$ cat src/rtl/hci_core_memmap_demux_outstanding.sv
// ---------------------------------------------------------------------------
// hci_core_memmap_demux_outstanding
//
// Address-map demultiplexer: routes one HCI core initiator to NB_REGION
// memory-mapped targets with up to NB_OUTSTND transactions in flight.
// Addresses that hit no enabled region go to an internal error responder,
// which answers one cycle after the grant. Responses come back in issue
// order because a request to a target other than the one currently in
// flight is held off until every outstanding response has returned.
//
// Ports
//   clk_i, rst_ni, clear_i      clock, async active-low reset, sync clear
//   region_start_addr_i         per-region inclusive base address
//   region_end_addr_i           per-region exclusive limit address
//   region_en_i                 per-region enable
//   slave_*                     initiator side (req/gnt/add/wen/data/be/
//                               boffs/lrdy in, r_data/r_opc/r_valid out)
//   master_*                    target side, one lane per region
//   err_o                       one-cycle pulse with every error response
//   busy_o                      at least one transaction outstanding
// ---------------------------------------------------------------------------
module hci_core_memmap_demux_outstanding #(
  parameter int unsigned NB_REGION  = 2,
  parameter int unsigned AW         = 32,
  parameter int unsigned AWC        = 32,
  parameter int unsigned DW         = 32,
  parameter int unsigned BOW        = 16,
  parameter int unsigned NB_OUTSTND = 4,
  parameter logic [31:0] ERR_RDATA  = 32'hBADACCE5
) (
  input  logic                             clk_i,
  input  logic                             rst_ni,
  input  logic                             clear_i,
  input  logic [NB_REGION-1:0][AW-1:0]     region_start_addr_i,
  input  logic [NB_REGION-1:0][AW-1:0]     region_end_addr_i,
  input  logic [NB_REGION-1:0]             region_en_i,
  // initiator side
  input  logic                             slave_req_i,
  output logic                             slave_gnt_o,
  input  logic [AW-1:0]                    slave_add_i,
  input  logic                             slave_wen_i,
  input  logic [DW-1:0]                    slave_data_i,
  input  logic [DW/8-1:0]                  slave_be_i,
  input  logic [BOW-1:0]                   slave_boffs_i,
  input  logic                             slave_lrdy_i,
  output logic [DW-1:0]                    slave_r_data_o,
  output logic                             slave_r_opc_o,
  output logic                             slave_r_valid_o,
  // target side
  output logic [NB_REGION-1:0]             master_req_o,
  input  logic [NB_REGION-1:0]             master_gnt_i,
  output logic [NB_REGION-1:0][AW-1:0]     master_add_o,
  output logic [NB_REGION-1:0]             master_wen_o,
  output logic [NB_REGION-1:0][DW-1:0]     master_data_o,
  output logic [NB_REGION-1:0][DW/8-1:0]   master_be_o,
  output logic [NB_REGION-1:0][BOW-1:0]    master_boffs_o,
  output logic [NB_REGION-1:0]             master_lrdy_o,
  input  logic [NB_REGION-1:0][DW-1:0]     master_r_data_i,
  input  logic [NB_REGION-1:0]             master_r_opc_i,
  input  logic [NB_REGION-1:0]             master_r_valid_i,
  // status
  output logic                             err_o,
  output logic                             busy_o
);

  localparam int unsigned TW = $clog2(NB_REGION + 1);
  localparam int unsigned CW = $clog2(NB_OUTSTND + 1);
  localparam logic [TW-1:0] ERR_IDX = TW'(NB_REGION);
  localparam logic [CW-1:0] CNT_MAX = CW'(NB_OUTSTND);

  logic [CW-1:0] r_cnt;
  logic [TW-1:0] r_cur;
  logic          r_err_pend;

  logic [NB_REGION-1:0]          w_hit;
  logic [TW-1:0]                 w_dst;
  logic                          w_is_err;
  logic                          w_cnt_nz;
  logic                          w_stall;
  logic                          w_en;
  logic                          w_tgt_gnt;
  logic                          w_issue;
  logic [NB_REGION-1:0][AWC-1:0] w_off;
  logic                          w_rsp_valid;
  logic [DW-1:0]                 w_rsp_data;
  logic                          w_rsp_opc;
  logic                          w_rvalid;
  logic                          w_rsp_vis;

  // -------------------------------------------------------------------------
  // Address decode: unsigned full-width compare, lowest hitting index wins.
  // -------------------------------------------------------------------------
  always_comb begin
    w_hit = '0;
    for (int unsigned i = 0; i < NB_REGION; i++) begin
      w_hit[i] = region_en_i[i] &&
                 (slave_add_i >= region_start_addr_i[i]) &&
                 (slave_add_i <  region_end_addr_i[i]);
    end
  end

  // Scanning from the top down lets the lowest hit overwrite the others.
  always_comb begin
    w_dst = ERR_IDX;
    for (int unsigned i = NB_REGION; i > 0; i--) begin
      if (w_hit[i-1]) w_dst = TW'(i - 1);
    end
  end

  assign w_is_err = (w_dst == ERR_IDX);
  assign w_cnt_nz = (r_cnt != '0);

  // Stall on a full counter (regardless of a response popping this cycle)
  // or on a target change while anything is still outstanding.
  assign w_stall = (r_cnt == CNT_MAX) || (w_cnt_nz && (w_dst != r_cur));

  // Nothing is requested or granted while reset or clear is applied.
  assign w_en = rst_ni && !clear_i;

  always_comb begin
    w_tgt_gnt = 1'b1;
    for (int unsigned i = 0; i < NB_REGION; i++) begin
      if (w_dst == TW'(i)) w_tgt_gnt = master_gnt_i[i];
    end
  end

  assign slave_gnt_o = w_en && !w_stall && w_tgt_gnt;
  assign w_issue     = slave_req_i && slave_gnt_o;

  // -------------------------------------------------------------------------
  // Forwarding: requests to the selected lane, payload broadcast to all.
  // -------------------------------------------------------------------------
  always_comb begin
    for (int unsigned i = 0; i < NB_REGION; i++) begin
      w_off[i]          = slave_add_i[AWC-1:0] - region_start_addr_i[i][AWC-1:0];
      master_add_o[i]   = AW'(w_off[i]);
      master_req_o[i]   = w_en && slave_req_i && (w_dst == TW'(i)) && !w_stall;
      master_wen_o[i]   = slave_wen_i;
      master_data_o[i]  = slave_data_i;
      master_be_o[i]    = slave_be_i;
      master_boffs_o[i] = slave_boffs_i;
      master_lrdy_o[i]  = slave_lrdy_i;
    end
  end

  // -------------------------------------------------------------------------
  // Response path: select the lane of the target currently in flight.
  // -------------------------------------------------------------------------
  always_comb begin
    w_rsp_valid = 1'b0;
    w_rsp_data  = '0;
    w_rsp_opc   = 1'b0;
    if (r_cur == ERR_IDX) begin
      w_rsp_valid = r_err_pend;
      w_rsp_data  = DW'(ERR_RDATA);
      w_rsp_opc   = 1'b1;
    end else begin
      for (int unsigned i = 0; i < NB_REGION; i++) begin
        if (r_cur == TW'(i)) begin
          w_rsp_valid = master_r_valid_i[i];
          w_rsp_data  = master_r_data_i[i];
          w_rsp_opc   = master_r_opc_i[i];
        end
      end
    end
  end

  // With nothing outstanding the response lane is ignored entirely, which
  // drops stray or stale target responses after a reset or clear.
  assign w_rsp_vis = w_cnt_nz && !clear_i;
  assign w_rvalid  = w_rsp_vis && w_rsp_valid;

  assign slave_r_valid_o = w_rvalid;
  assign slave_r_data_o  = w_rsp_vis ? w_rsp_data : '0;
  assign slave_r_opc_o   = w_rsp_vis ? w_rsp_opc  : 1'b0;
  assign err_o           = w_rvalid && (r_cur == ERR_IDX);
  assign busy_o          = w_cnt_nz;

  // -------------------------------------------------------------------------
  // State: outstanding counter, current target, pending error response.
  // -------------------------------------------------------------------------
  always_ff @(posedge clk_i or negedge rst_ni) begin
    if (!rst_ni) begin
      r_cnt      <= '0;
      r_cur      <= '0;
      r_err_pend <= 1'b0;
    end else if (clear_i) begin
      r_cnt      <= '0;
      r_cur      <= '0;
      r_err_pend <= 1'b0;
    end else begin
      if (w_issue) r_cur <= w_dst;
      r_err_pend <= w_issue && w_is_err;
      if (w_issue && !w_rvalid) begin
        r_cnt <= r_cnt + CW'(1);
      end else if (!w_issue && w_rvalid) begin
        r_cnt <= r_cnt - CW'(1);
      end
    end
  end

  a_cnt_bound: assert property (@(posedge clk_i) disable iff (!rst_ni)
    r_cnt <= CNT_MAX);

  a_no_issue_when_stalled: assert property (@(posedge clk_i) disable iff (!rst_ni)
    !(w_issue && w_stall));

endmodule
$ cat config.mk
export PLATFORM = sky130hd
export DESIGN_NAME = hci_core_memmap_demux_outstanding
export DESIGN_NICKNAME = d
export VERILOG_FILES = /design/src/rtl/hci_core_memmap_demux_outstanding.sv
export SDC_FILE = /design/constraint.sdc
export NUM_CORES = 1
export LEC_CHECK = 0
export CAP_MARGIN = 40
export CORE_AREA = 2 2 195 197
export CTS_BUF_LIST = sky130_fd_sc_hd__clkbuf_8
export CTS_CLUSTER_SIZE = 14
export DETAILED_ROUTE_END_ITERATION = 8
export DIE_AREA = 0 0 197 199
export PLACE_DENSITY = 0.53
export SLEW_MARGIN = 20
export SYNTH_ARGS = -nofsm -noshare
export SYNTH_HDL_FRONTEND = slang
export SYNTH_SLANG_ARGS = --single-unit
export TNS_END_PERCENT = 1
$ cat constraint.sdc
create_clock -name clk_i -period 6.66 [get_ports clk_i]
set_input_delay 1.998 -clock clk_i [delete_from_list [all_inputs] [get_ports clk_i]]
set_output_delay 1.998 -clock clk_i [all_outputs]
set_load 0.05 [all_outputs]
* Word-level counts from Yosys, hierarchy flattened *
Index checks and enable logic that the tools add are counted.

cells by class
  $add $sub $neg = 4
  equality and inequality tests = 6
  order comparisons = 4
  muxes and demuxes = 21
  reduce and logical (&&, ||, !) cells = 30

operators by type and width
  operator               number
  $mux W32               4
  $ge A32 B32 Y1         2
  $lt A32 B32 Y1         2
  $sub A32 B32 Y32       2
  $logic_and A1 B1 Y1    20
  $mux W1                10
  $mux W3                3
  $mux W2                4
  $reduce_bool A3 Y1     2
  $eq A2 B1 Y1 const B   2
  $eq A2 B2 Y1 const B   2
  $logic_not A1 Y1       4
  $logic_not A2 Y1       2
  $add A3 B1 Y3 const B  1
  $eq A3 B3 Y1 const B   1
  $sub A3 B1 Y3 const B  1
  $ne A2 B2 Y1           1
  $reduce_bool A2 Y1     1
  $logic_or A1 B1 Y1     1

storage, ports and cells
  bits of input ports = 290
  output and inout port bits = 211
  flip-flop bits (word level) = 6

* Longest topological paths before layout *
Gate-level depths: netlist (run 1).

  depth after elaboration = 17
  depth in mapped cells = 18
  depth with buffers taken out = 17

* Worst setup path after synthesis (run 1) *
No wires, ideal clock.

  kind = input-to-output
  from = in slave_add_i[0]
  to = out master_add_o[62] (netlist bit)
  data arrival time = 5.330 ns
  stages on the path = 13
  required time = 4.662 ns
  slack = -0.668 ns
  buffers on the path = 0
  cells stage by stage = inv_1 ha_1 fa_1 nand2b_1 a211oi_1 o22ai_1 a311oi_1 a31oi_1 o31ai_1 a21oi_1 o21bai_1 a21oi_1 xnor2_1

RTL lines
  element             RTL line  source
  start: declaration  40        input logic [AW-1:0] slave_add_i,
  end: declaration    52        output logic [NB_REGION-1:0][AW-1:0] master_add_o,

==> flow_summary.yaml, run 1 <==
setup_path:
  critPathSlowestCell: "sky130_fd_sc_hd__o211ai_1"
  crit_path_capture_type: "output pin"
  criticalPathCategory: "primary input to output pin"
  crit_path_max_fanout: 4
  timing.critical_path.max_delay_family: "compound AO/OA/AOI/OAI gates"
  max_stage_delay_ns: 0.38
  timing.reg2reg.worst_path_depth: 11
  worst_ep_arrival_time_ns: 4.94
  worstPathRequired_ns: 4.66
  worst-path-buf-inv: 3
  critical_path.cell_chain: "clkdlybuf4s15_2, buf_4, ha_4, nor2b_1, o21a_1, o21ai_2, a21oi_4, o211ai_1, a31oi_2, a41o_1, nor2_2, nor2b_2, a221oi_2, xnor2_1, bufbuf_16"
  critical_path_depth: 15
  worst-r2r-setup-slack_ns: 3.69
  worstSetupStartpointType: "primary input"
synth:
  postSynthRegisterBits: 6
  syn_area_per_cell_um2: 6.82
  area_share_of_the_largest_cell_type_after_synthesis: 0.234
  postSynth.topFlopCell: "sky130_fd_sc_hd__dfrtp_1"
  synthArstFlopShare: 1.00
  post_synthesis_sequential_area_ratio: 0.0223
  synth_top_cells_by_area: "sky130_fd_sc_hd__ha_1, sky130_fd_sc_hd__buf_4, sky130_fd_sc_hd__inv_1"
  syn_inst: 987
  synth_cell_type_count: 62
  synth_area_leader_cell: "sky130_fd_sc_hd__ha_1"
  yosys.cell_count.top_type: "sky130_fd_sc_hd__inv_1"
  ranking_of_synthesized_cells_by_instance_count: "sky130_fd_sc_hd__inv_1, sky130_fd_sc_hd__ha_1, sky130_fd_sc_hd__buf_4"
  syn_area_um2: 6730
  synth-warning-count: 0
  synth_edf_count: 0
  synthesized_net_count: 1406
placement:
  gp_routability_congestion: 0.863
  post_dp_cell_area_um2: 12400
  placement.io_buffers: 338
  hpwlAfterDp_um: 29500
cells_and_area:
  final_design_area_no_fill_um2: 14300
  finalNetCount: 1912
  final_core_util: 0.386
  post_route_cells_drive_above_1_share: 0.431
  syn2layout_area_growth_pct: 113
global_routing:
  first_global_vias: 8988
  grt_antenna_before_repair: 8
  global_route.overflow_total: 0
  grt_pass1_wl_um: 49300
  grt_start_max_net_pins: 39
  grt_use_total: 0.164
worst_hold_path:
  hold-path-cell-count: 1
  holdCritPathClass: "flip-flop to flip-flop"
power:
  cellPowerDensity_nw_per_um2: 165
  ir_drop_uv: 112
  p_total_uw: 2360
  p_leak_uw: 0.00671
timing:
  fin_crit_sh: 1.04
  skew_ns: 0.00319
  final_setup_violating_endpoints: 20
  rsz0062_at_grt: "yes"
  max-slew-margin-rel: 0.597
  timing.final.crit_period_ns: 6.94
  worst_slew_pin_slew_ns: 0.602
  achievable-frequency_mhz: 144
  timing.final.hold_violations: 0
  timing.setup.tns_ns: -2.95
  report.final.slew_viol_count: 0
  fin_hold_ws_ns: 0.520
  post-route-worst-setup-slack_ns: -0.277
outcome:
  violations_in_the_final_reports: "setup timing"
  outcome: "complete, but fails checks"
clock_tree:
  clk_sink_count: 6
  postCtsHoldBufs: 0
  clock_tree.buffer_depth: 2
  cts_made_buffers: 3
  cts_htree_levels: 1
  clk_latency_ns: 0.22
  clock-root-buffer: "sky130_fd_sc_hd__clkbuf_8"
  cts.reportedPaths.clkPinSlew_ns: 0.03
  tritoncts: "done"
drt:
  drt-wirelength-per-cell_um: 17.5
  vias: 8607
  drt_first_pass_iters: 4
  drt_iter0_markers: 157
  drt-vias-per-instance: 4.37
  drcViolationCount: 0
  total_wire_length_after_detailed_routing_um: 34500
  drt.antenna.violating_nets: 0
die:
  die_area_um2: 39200
  top_level_ports: 501
  die_width_um: 197
  fp-row-count: 71
  core_region_area_um2: 37100
  start_util: 0.181
  die_height_um: 199
run:
  max_cap_viol_count: 0
-- cell families after synthesis --
kind of cell,count (synthesis),synth area share
buffers and inverters,287,0.222
AOI/OAI and AO/OA,265,0.247
and+or+nand+nor,225,0.163
adders and majority gates,129,0.243
xor gates and xnor gates,57,0.0753
muxes,18,0.0268
DFF,6,0.0223
-- routing by layer --
metal	share of wire	global-route usage	routed length [um]	vias up
met1	0.38	0.173	13200	3959
li1	-	-	-	4286
met5	0.00078	0	27	-
met4	0.028	0.0451	975	4
met2	0.52	0.318	17900	297
met3	0.067	0.0420	2300	61
-- stage by stage --
step,worst slack [ns],cells
floorplan,-0.177,987
global placement,-0.897,1910
detailed placement,-0.941,1910
CTS,-0.296,1942
global route,-0.363,1967
finish,-0.277,1970
-- final timing paths --
| path | from | endpoint |
|---|---|---|
| max | slave_add_i[1] | master_add_o[31] |
| max in group asynchronous | rst_ni | r_cnt[1] |
| min in group asynchronous | rst_ni | r_cur[0] |
| min reg2reg | r_cnt[2] | r_cnt[2] |
| min | r_cnt[2] | r_cnt[2] |
| max reg2reg | r_cur[0] | r_cnt[2] |
-- cell usage in the layout, fill, tap and decap left out, types with 10 or more instances in the layout --
cell,count
sky130_fd_sc_hd__dlymetal6s2s_1,10
sky130_fd_sc_hd__nor2_1,65
sky130_fd_sc_hd__o21ai_0,61
sky130_fd_sc_hd__xnor2_1,27
sky130_fd_sc_hd__ha_2,11
sky130_fd_sc_hd__o21a_1,12
sky130_fd_sc_hd__xor2_1,12
sky130_fd_sc_hd__clkbuf_2,10
sky130_fd_sc_hd__mux2i_1,18
sky130_fd_sc_hd__ha_1,52
sky130_fd_sc_hd__buf_4,280
sky130_fd_sc_hd__clkdlybuf4s50_1,162
sky130_fd_sc_hd__a21oi_2,20
sky130_fd_sc_hd__buf_12,71
sky130_fd_sc_hd__nand2_1,31
sky130_fd_sc_hd__buf_6,20
sky130_fd_sc_hd__nand2b_1,17
sky130_fd_sc_hd__a21oi_1,46
sky130_fd_sc_hd__inv_2,39
sky130_fd_sc_hd__inv_1,126
sky130_fd_sc_hd__ha_4,63
sky130_fd_sc_hd__nand4_1,15
sky130_fd_sc_hd__o21ai_1,11
sky130_fd_sc_hd__nor2b_1,13
sky130_fd_sc_hd__nand3_1,14
sky130_fd_sc_hd__a21o_1,33
sky130_fd_sc_hd__dlygate4sd2_1,51
-- layout make-up --
cell class / instances / area [um2]
clock buffer: 3 / 41.3
inverter: 166 / 626
fill: 3728 / 22800
antenna: 5 / 12.5
sequential: 6 / 150
tap: 474 / 593
multi-input combinational: 694 / 6740
timing repair buffer: 622 / 6180
-- repair_timing --
| item | in CTS | in global routing |
|---|---|---|
| resized for setup | 325 | 133 |
| pin swaps | 119 | 87 |
| setup buffers | 29 | 24 |
| endpoints found under the setup margin | 39 | 25 |
-- worst register-to-register path, stage by stage, from the launching register on --
cell	delay (ns)
sky130_fd_sc_hd__dfrtp_1	0.31
sky130_fd_sc_hd__buf_4	0.37
sky130_fd_sc_hd__or2_2	0.47
sky130_fd_sc_hd__a2bb2oi_2	0.20
sky130_fd_sc_hd__o211ai_2	0.10
sky130_fd_sc_hd__buf_4	0.14
sky130_fd_sc_hd__or3b_1	0.18
sky130_fd_sc_hd__nor2_1	0.06
sky130_fd_sc_hd__fa_1	0.40
sky130_fd_sc_hd__or2_2	0.30
sky130_fd_sc_hd__mux2i_1	0.16
sky130_fd_sc_hd__mux2i_1	0.20
-- flip-flops by register name, summed over array words and instances (netlist names) --
| signal | count |
|---|---|
| r_cnt | 3 |
| r_cur | 2 |
| r_err_pend | 1 |
-- where the power goes --
part           leakage [uW]  switching [uW]  internal, uW
sequential        0.0000810            8.18          46.4
clock             0.0000216            15.3          38.8
combinational       0.00661            1200          1060
total               0.00671            1220          1140
Power figures use the tool's default switching activity.
==> inputs of run 2 (changes only) <==
Settings changed: CORE_AREA 2 2 195 197 to 2 2 196 198, DIE_AREA 0 0 197 199 to 0 0 198 200, PLACE_DENSITY 0.53 to 0.51.
Clock period 6.66 ns to 8.9 ns, I/O delays scaled along.
==> flow_summary.yaml, run 2 (synthesis results as in run 1) <==
outcome:
  outcome: "finished, final reports clean"
setup_path:
  rr_endpoint: "r_cnt[2]"
  worst_ep_arrival_time_ns: 6.03
  worstSetupStartpointType: "primary input"
  crit_path_max_fanout: 3
  crit_path_capture_type: "output pin"
  worst_setup_path_endpoint: "master_req_o[1]"
  criticalPathCategory: "primary input to output pin"
  timing.reg2reg.worst_path_depth: 10
  crit_start: "region_start_addr_i[0]"
  worst-r2r-setup-slack_ns: 5.50
  reg2reg_from: "r_cur[0]"
  worstPathRequired_ns: 6.23
drt:
  drt_iter0_markers: 232
  drt.antenna.violating_nets: 0
  wl_met1_um: 12500
  routed.top_layer: "met5"
  length_of_routed_met2_wiring_um: 16300
  drt_first_pass_iters: 4
  total_wire_length_after_detailed_routing_um: 32200
  drcViolationCount: 0
  routed-wl-met3_um: 2590
  vias: 7877
  drt-wirelength-per-cell_um: 17.8
  drt-vias-per-instance: 4.35
timing:
  fin_crit_sh: 0.978
  report.final.slew_viol_count: 0
  achievable-frequency_mhz: 115
  timing.final.crit_period_ns: 8.70
  final_setup_violating_endpoints: 0
  timing.setup.tns_ns: 0
  skew_ns: 0.00117
  max-slew-margin-rel: 0.436
  timing.final.hold_violations: 0
  worst_slew_pin_slew_ns: 0.846
  rsz0062_at_grt: "yes"
global_routing:
  grt_start_max_net_pins: 27
  grt_pass1_wl_um: 46500
  global_route.overflow_total: 0
  grt_use_total: 0.154
  grt_antenna_before_repair: 7
  first_global_vias: 8090
clock_tree:
  clk_sink_count: 6
  cts.reportedPaths.clkPinSlew_ns: 0.04
  tritoncts: "done"
  cts_made_buffers: 3
  postCtsHoldBufs: 0
  clock_tree.buffer_depth: 2
  clock-root-buffer: "sky130_fd_sc_hd__clkbuf_8"
  clk_latency_ns: 0.23
  cts_htree_levels: 1
cells_and_area:
  number_of_inserted_filler_cells_in_the_final_layout: 4072
  sequential_cell_area_um2: 150
  syn2layout_area_growth_pct: 64.6
  largest_register_ff_count: 3
  final_core_util: 0.296
  max_flop_register: "r_cnt"
  finalNonFillerCells: 1811
  post_route_cells_drive_above_1_share: 0.136
  mostFrequentLayoutCells: "sky130_fd_sc_hd__clkdlybuf4s50_1, sky130_fd_sc_hd__inv_1, sky130_fd_sc_hd__ha_1"
  biggestRegsByFlops: "r_cnt: 3 flops, r_cur: 2 flops, r_err_pend: 1 flops"
  most_common_cell_after_layout_fill_and_taps_aside: "sky130_fd_sc_hd__clkdlybuf4s50_1"
  finalNetCount: 1717
  multi_input_comb_area_um2: 5230
run:
  max_cap_viol_count: 0
die:
  die_height_um: 200
  die_width_um: 198
  die_area_um2: 39600
  start_util: 0.180
  core_region_area_um2: 37400
  fp-row-count: 71
  top_level_ports: 501
power:
  p_leak_uw: 0.00532
  ir_drop_uv: 89.0
  cellPowerDensity_nw_per_um2: 129
placement:
  placement.io_buffers: 338
  gp_routability_congestion: 0.903
  hpwlAfterDp_um: 29400
  dp.cells: 1802
worst_hold_path:
  holdCritPathClass: "flip-flop to flip-flop"
==> run 2: report_power, final <==
group / total (uW) / internal, uW / switching (uW) / leakage (uW)
Sequential: 44.1 / 34.6 / 9.49 / 0.0000810
Clock: 42.6 / 29.2 / 13.4 / 0.0000216
Combinational: 1340 / 553 / 791 / 0.00522
Total: 1430 / 617 / 814 / 0.00532
==> run 2: what timing repair did <==
action	4_1_cts	5_1_grt
setup buffers	0	2
pin swaps	6	16
endpoints found under the setup margin	9	16
resized for setup	12	34
==> run 2: worst max-delay path, cell delays in order <==
cell and delay (ns):
sky130_fd_sc_hd__clkdlybuf4s50_1 0.43, sky130_fd_sc_hd__ha_2 0.21, sky130_fd_sc_hd__fa_2 0.35, sky130_fd_sc_hd__nand2b_4 0.15
sky130_fd_sc_hd__a211o_1 0.29, sky130_fd_sc_hd__a21oi_2 0.19, sky130_fd_sc_hd__a31oi_2 0.13, sky130_fd_sc_hd__a21o_1 0.20
sky130_fd_sc_hd__a221o_2 0.47, sky130_fd_sc_hd__buf_4 0.17, sky130_fd_sc_hd__a2bb2oi_1 0.14, sky130_fd_sc_hd__o211ai_2 0.09
sky130_fd_sc_hd__nand4_1 0.21, sky130_fd_sc_hd__nor2_2 0.20, sky130_fd_sc_hd__buf_12 0.16
==> run 2: stage by stage <==
| step | area [um2] | setup slack (ns) | power, uW | hold slack, ns |
|---|---|---|---|---|
| after floorplan | 6730 | 0.228 | 921 | 0.454 |
| after global placement | 10800 | -0.274 | 1390 | 0.494 |
| after detailed placement | 10800 | -0.231 | 1380 | 0.506 |
| after CTS | 10900 | -0.0511 | 1440 | 0.511 |
| after global routing | 11100 | -0.0230 | 1520 | 0.533 |
| final | 11100 | 0.196 | 1430 | 0.504 |
==> run 2: worst min-delay path by stage <==
| stage | cells past startpoint | from | slack, ns | end |
|---|---|---|---|---|
| 2_1_floorplan | 1 | r_cnt[2] | 0.45 | r_cnt[2] |
| 3_3_place_gp | 1 | r_cnt[0] | 0.49 | r_cnt[0] |
| 3_5_place_dp | 1 | r_cnt[0] | 0.51 | r_cnt[0] |
| 4_1_cts | 1 | r_cnt[0] | 0.51 | r_cnt[0] |
| 5_1_grt | 1 | r_cnt[0] | 0.53 | r_cnt[0] |
| 6_report | 1 | r_cnt[0] | 0.50 | r_cnt[0] |
==> run 2: final cells by class <==
class | instances | area share
flip-flops and latches | 6 | 0.0136
inverters | 166 | 0.0563
repair buffers | 427 | 0.395
clock buffers | 3 | 0.00373
multi-input cells | 694 | 0.473
well taps | 511 | 0.0577
diodes | 4 | 0.000904
==> run 2: metal layers <==
metal | vias to the layer above | GRT usage
met1 | 3602 | 0.172
li1 | 3907 | -
met4 | 4 | 0.0376
met5 | - | 0
met3 | 63 | 0.0391
met2 | 301 | 0.292
